`config.mk`:
```
export PLATFORM = sky130hd
export DESIGN_NAME = generic_debouncer
export DESIGN_NICKNAME = d
export VERILOG_FILES = /design/src/rtl/generic_debouncer.sv
export SDC_FILE = /design/constraint.sdc
export NUM_CORES = 1
export LEC_CHECK = 0
export ABC_AREA = 0
export BUFFER_PORTS_ARGS = -buffer_cell sky130_fd_sc_hd__buf_2
export CORE_UTILIZATION = 50
export CTS_BUF_LIST = sky130_fd_sc_hd__clkbuf_16
export CTS_CLUSTER_DIAMETER = 100
export CTS_CLUSTER_SIZE = 10
export DETAILED_ROUTE_END_ITERATION = 12
export GPL_TIMING_DRIVEN = 0
export PLACE_DENSITY = 0.75
export SETUP_SLACK_MARGIN = 0.3
export SLEW_MARGIN = 40
export SYNTH_ARGS = -nofsm -noshare
export SYNTH_HDL_FRONTEND = slang
export SYNTH_SLANG_ARGS = --single-unit
```
`constraint.sdc`:
```
create_clock -name clk -period 4.6 [get_ports clk]
set_input_delay 0.23 -clock clk [delete_from_list [all_inputs] [get_ports clk]]
set_output_delay 0.23 -clock clk [all_outputs]
set_load 0.02 [all_outputs]
```
`src/rtl/generic_debouncer.sv`:
```
// Per-bit input conditioner: two-flop synchronizer, stable-count debounce filter,
// active-high normalization and one-cycle press/release/long-press pulses.
module generic_debouncer #(
    parameter int unsigned IW  = 1,
    parameter logic        DS  = 1'b0,
    parameter int unsigned DBC = 16,
    parameter int unsigned LP  = 1024
) (
    input  logic          clk,
    input  logic          rst_n,
    input  logic [IW-1:0] i,
    output logic [IW-1:0] o,
    output logic [IW-1:0] rise,
    output logic [IW-1:0] fall,
    output logic [IW-1:0] long
);

    localparam int unsigned CW = (DBC > 1) ? $clog2(DBC) : 1;
    localparam int unsigned LW = (LP > 0) ? $clog2(LP + 1) : 1;
    localparam logic [CW-1:0] CNT_MAX = CW'(DBC - 1);

    logic [IW-1:0] s1;
    logic [IW-1:0] s2;

    // Synchronizer; the XOR folds the idle level so an active input reads as 1.
    always_ff @(posedge clk or negedge rst_n) begin
        if (!rst_n) begin
            s1 <= '0;
            s2 <= '0;
        end else begin
            s1 <= i ^ {IW{DS}};
            s2 <= s1;
        end
    end

    for (genvar b = 0; b < IW; b++) begin : g_bit
        logic [CW-1:0] cnt;
        logic [CW-1:0] cnt_nxt;
        logic          o_q;
        logic          o_nxt;
        logic          rise_q;
        logic          rise_nxt;
        logic          fall_q;
        logic          fall_nxt;

        // Any sample agreeing with the current level restarts the stable count.
        always_comb begin
            cnt_nxt  = cnt;
            o_nxt    = o_q;
            rise_nxt = 1'b0;
            fall_nxt = 1'b0;
            if (s2[b] == o_q) begin
                cnt_nxt = '0;
            end else if (cnt == CNT_MAX) begin
                cnt_nxt  = '0;
                o_nxt    = s2[b];
                rise_nxt = s2[b];
                fall_nxt = ~s2[b];
            end else begin
                cnt_nxt = cnt + CW'(1);
            end
        end

        always_ff @(posedge clk or negedge rst_n) begin
            if (!rst_n) begin
                cnt    <= '0;
                o_q    <= 1'b0;
                rise_q <= 1'b0;
                fall_q <= 1'b0;
            end else begin
                cnt    <= cnt_nxt;
                o_q    <= o_nxt;
                rise_q <= rise_nxt;
                fall_q <= fall_nxt;
            end
        end

        assign o[b]    = o_q;
        assign rise[b] = rise_q;
        assign fall[b] = fall_q;

        if (LP > 0) begin : g_long
            localparam logic [LW-1:0] LP_MAX = LW'(LP);
            localparam logic [LW-1:0] LP_PRE = LW'(LP - 1);

            logic [LW-1:0] lcnt;
            logic [LW-1:0] lcnt_nxt;
            logic          long_q;
            logic          long_nxt;

            // Held-time counter; a release on the same edge suppresses the pulse.
            always_comb begin
                lcnt_nxt = lcnt;
                long_nxt = 1'b0;
                if (!o_q) begin
                    lcnt_nxt = '0;
                end else begin
                    if (lcnt != LP_MAX) begin
                        lcnt_nxt = lcnt + LW'(1);
                    end
                    long_nxt = (lcnt == LP_PRE) && !fall_nxt;
                end
            end

            always_ff @(posedge clk or negedge rst_n) begin
                if (!rst_n) begin
                    lcnt   <= '0;
                    long_q <= 1'b0;
                end else begin
                    lcnt   <= lcnt_nxt;
                    long_q <= long_nxt;
                end
            end

            assign long[b] = long_q;
        end else begin : g_nolong
            assign long[b] = 1'b0;
        end
    end

endmodule
```
* After elaboration in Yosys (flattened, before gate mapping)
Index checks and enable logic that the tools add are counted.
Word-level totals: bits in registers 21, input bits 3, output and inout bits 4, word-level logic and storage cells 29
Operators by class: $add $sub $neg 2, equality and inequality tests 5, muxes and demuxes 9, bitwise gates (word level) 2, reduce and logical (&&, ||, !) cells 3
Operator list (number):
- 11-bit 2-to-1 mux | 2
- 11-bit by 1-bit adder with 11-bit output, second input constant | 1
- 11-bit by 10-bit == test with 1-bit output, second input constant | 1
- 11-bit != test, second input constant | 1
- 4-bit 2-to-1 mux | 2
- 1-bit 2-to-1 mux | 5
- 4-bit by 1-bit adder with 4-bit output, second input constant | 1
- 4-bit == test, second input constant | 1
- 2-bit by 1-bit != test with 1-bit output, second input constant | 1
- 1-bit NOT | 2
- 2-bit AND reduction | 1
- 1-bit == test | 1
- 1-bit logical AND | 1
- 1-bit zero test | 1

* Logic depth before layout (Yosys ltp)
word-level depth 6, mapped depth 5, mapped depth without buffers 5

* Least setup slack after synthesis
OpenSTA, ideal clock, no wires.
kind reg2reg, from register g_bit[0].g_long.lcnt[0], to register g_bit[0].g_long.lcnt[0], setup time 0.128 ns, arrival 1.528 ns, data required time 4.472 ns, path slack 2.943 ns, stages on the path, launching flop included 6, buffers on the path 0, clock period less this slack 1.657 ns, cells stage by stage dfrtp_1 -> inv_1 -> ha_1 -> or4b_2 -> nor4_1 -> nor3_1
On the way: word-level cells in the longest chain between the ends 3, elaborated cells on any way between the ends 5, those cells by class 1 x add/sub; 2 x eq/ne; 2 x mux
Ends and longest elaborated chain:
- from (decl) | RTL line 86 | logic [LW-1:0] lcnt;
- from (signal assigned) | RTL line 110 | lcnt <= lcnt_nxt;
- 11-bit by 1-bit adder with 11-bit output | RTL line 99 | lcnt_nxt = lcnt + LW'(1);
- 11-bit 2-to-1 mux | RTL line 98 | if (lcnt != LP_MAX) begin
- 11-bit 2-to-1 mux | RTL line 95 | if (!o_q) begin
Parallel ways exist; a longest one is shown, timed or not. The select of a mux whose other input is x is not followed. A chain may end at the register's enable or synchronous reset.

* Worst setup path in the final report
from register g_bit[0].g_long.lcnt[0], to register g_bit[0].g_long.lcnt[1]
The elaborated chain is that of the path after synthesis.

==> impl_metrics.py <==
metrics = {
    "routing": {
        "ant_nets": 0,
        "drc": 0,
        "drt-vias-per-instance": 5.83,
        "wl_mm": 1.83,
        "dr.first_iter.drc_count": 19,
        "vias": 740,
        "wl_per_cell_um": 14.4,
        "firstDrtPassIters": 4,
    },
    "floorplan": {
        "die_w_um": 46.5,
        "die_y_um": 46.5,
        "design.die.area_um2": 2170,
        "rows": 15,
        "boundaryPins": 7,
        "initial_core_util_pct": 55.1,
        "core_um2": 1800,
    },
    "logic_synthesis": {
        "synth.distinct_cells": 34,
        "synth_area_leaders": "dfrtp_1 53%, ha_1 3.8%, a21oi_1 3.5%",
        "yosysSeqAreaShare_pct": 53.0,
        "synthCells": 91,
        "async_flop_share_pct": 100,
        "yosys_warnings": 0,
        "synth_flop_cell": "dfrtp_1",
        "synth_area_um2": 992,
        "synth_top_area_share_pct": 53.0,
        "ys_seq_elements": 21,
        "syn_avg_cell_area_um2": 10.9,
        "yosysTopAreaCell": "dfrtp_1",
        "synth_edf_count": 0,
        "syn_nets": 97,
    },
    "min_path": {
        "min_path_type": "input pin to flop",
        "hold_path.startpoint": "i",
        "hold_path_depth": 1,
    },
    "sta": {
        "max_freq_mhz": 551,
        "rsz0062_at_grt": "no",
        "slew_violations": 0,
        "fin_skew_ps": 2.85,
        "worst_pin_slew_ps": 626,
        "finalCritPeriodShare_pct": 39.5,
        "hold_viol_final": 0,
        "fin_tns_setup_ps": 0,
        "relSlewSlack_pct": 57.7,
        "min_period_ps": 1820,
        "setup_viol": 0,
    },
    "pwr": {
        "combPwrFrac_pct": 2.6,
        "power.density_nw_per_um2": 334,
        "power_frac_seq_pct": 49.9,
        "power_leakage_nw": 0.496,
        "intPower_w": 0.000309,
        "peakVddDrop_mv": 0.209,
        "clockPowerShare_pct": 47.4,
        "swShare_pct": 19.1,
        "p_switching_w": 0.0000731,
    },
    "global_routing": {
        "grt_max_degree": 22,
        "grtUsageTotal_pct": 21.1,
        "grt.overflow.total": 0,
        "antenna_found_initial": 0,
        "grt_pass1_vias": 664,
        "grt_pass1_wl_mm": 3.08,
    },
    "cells_and_area": {
        "drive_gt1_share_pct": 15.7,
        "fill_cells": 150,
        "finish.instance_area_um2": 1140,
        "fin_nets": 109,
        "seq_area_um2": 526,
        "area.growth.synth_to_final_pct": 15.3,
        "most-common-layout-cells": "21 x dfrtp_1, 7 x a21oi_1, 6 x buf_2",
        "diodes": 0,
        "final_common_cell": "dfrtp_1",
        "multi_input_area_um2": 440,
    },
    "clocking": {
        "cts_setup_buffers": 0,
        "cts_max_level": 1,
        "hold_buffers": 1,
        "path_clk_slew_ps": 60,
        "cts-root-buf": "clkbuf_16",
        "tritoncts": "yes",
        "cts_sinks": 21,
        "cts.path.max_buffers": 2,
        "clk_latency_ps": 250,
        "numCtsBuffers": 3,
        "postCtsResizedCells": 0,
    },
    "critical_path": {
        "path_class": "flop to flop",
        "rr_worst_depth": 5,
        "worstReg2RegStart": "g_bit[0].g_long.lcnt[0]",
        "critical_path_required_ps": 4730,
        "arrival_ps": 1940,
        "cp-end-kind": "flop",
        "critPathLaunchType": "flop",
        "crit_start": "g_bit[0].g_long.lcnt[0]",
        "worstPathMaxFanout": 5,
    },
    "placement": {
        "dp_hpwl_mm": 1.15,
        "port_buffers": 6,
        "placed_area_um2": 1050,
        "place_congestion": 0.784,
    },
    "status": {
        "outcome": "finished, final reports clean",
    },
    "job": {
        "cap_violations": 0,
    },
}
## power by group through the flow
stage / clock network (W) / logic (W) / registers [W]
6_report: 0.000181 / 0.00000999 / 0.000191
5_1_grt: 0.000192 / 0.0000120 / 0.000191
4_1_cts: 0.000185 / 0.0000104 / 0.000191
3_5_place_dp: 0 / 0.00000958 / 0.000194
3_3_place_gp: 0 / 0.00000928 / 0.000194
2_1_floorplan: 0 / 0.00000463 / 0.000193
## registers in the layout (all words and copies together) (netlist names)
signal / cells
s2: 1
s1: 1
g_bit.g_long.lcnt: 11
fall: 1
long: 1
o: 1
g_bit.cnt: 4
rise: 1
## per-layer routing
layer	vias to the layer above	global-route usage (%)	share of wire (%)
li1	361	-	-
met1	355	30.7	52
met2	15	28.1	42
met3	9	3.92	2.8
met4	0	14.1	3.7
met5	-	0	0
## worst max-delay path: stages, from the launching register on
cell	delay [ps]
dfrtp_1	420
inv_1	120
ha_1	160
or4b_2	600
o31ai_1	280
a21oi_1	100
## area by class of cell
class                           instances  share of cell area (%)
Tap cell                               25                    2.74
Multi-Input combinational cell         63                    38.5
Clock buffer                            3                    6.56
Clock inverter                          1                   0.438
Sequential cell                        21                    46.0
Buffer                                  1                   0.328
Inverter                                6                    1.97
Timing Repair Buffer                    7                    3.50
## worst paths after layout
| check | slack (ps) | end |
|---|---|---|
| hold reg to reg | 350 | s2 |
| setup reg to reg | 2780 | g_bit[0].g_long.lcnt[1] |
| hold / removal | 80 | s1 |
| max in group asynchronous | 3830 | g_bit[0].g_long.lcnt[4] |
| setup / recovery | 2780 | g_bit[0].g_long.lcnt[1] |
| min in group asynchronous | 460 | fall |
## stage by stage
| stage | setup slack (ps) | power (W) | hold WS (ps) | utilization [%] | cells |
|---|---|---|---|---|---|
| 4_1_cts | 2810 | 0.000386 | 77.4 | 63.5 | 127 |
| 6_report | 2780 | 0.000382 | 80.7 | 63.5 | 127 |
| 2_1_floorplan | 2940 | 0.000198 | -65.6 | - | 91 |
| 3_5_place_dp | 2840 | 0.000204 | 203 | 58.5 | 122 |
| 3_3_place_gp | 2870 | 0.000203 | 200 | 58.5 | 122 |
| 5_1_grt | 2680 | 0.000395 | 74.5 | 63.5 | 127 |
## cell usage after synthesis (2+ instances only)
cell      instances
a21oi_1           7
a31oi_1           2
dfrtp_1          21
ha_1              3
inv_1             5
nand2_1           3
nand2b_1          2
nand3_1           5
nor2_1            5
nor2b_1           2
nor3_1            3
nor3b_1           2
nor4_1            2
o21ai_0           2
o31ai_1           4
or4_1             3
xnor2_1           2
xor2_1            2
## logic make-up after synthesis
group	share of synthesized area, %
xor gates and xnor gates	3.53
AOI/OAI and AO/OA	11.5
muxes	2.14
buffers and inverters	2.65
and+or+nand+nor	23.5
DFF	53.0
adders and majority gates	3.78
Note: power is estimated with default switching activity, not from simulation.
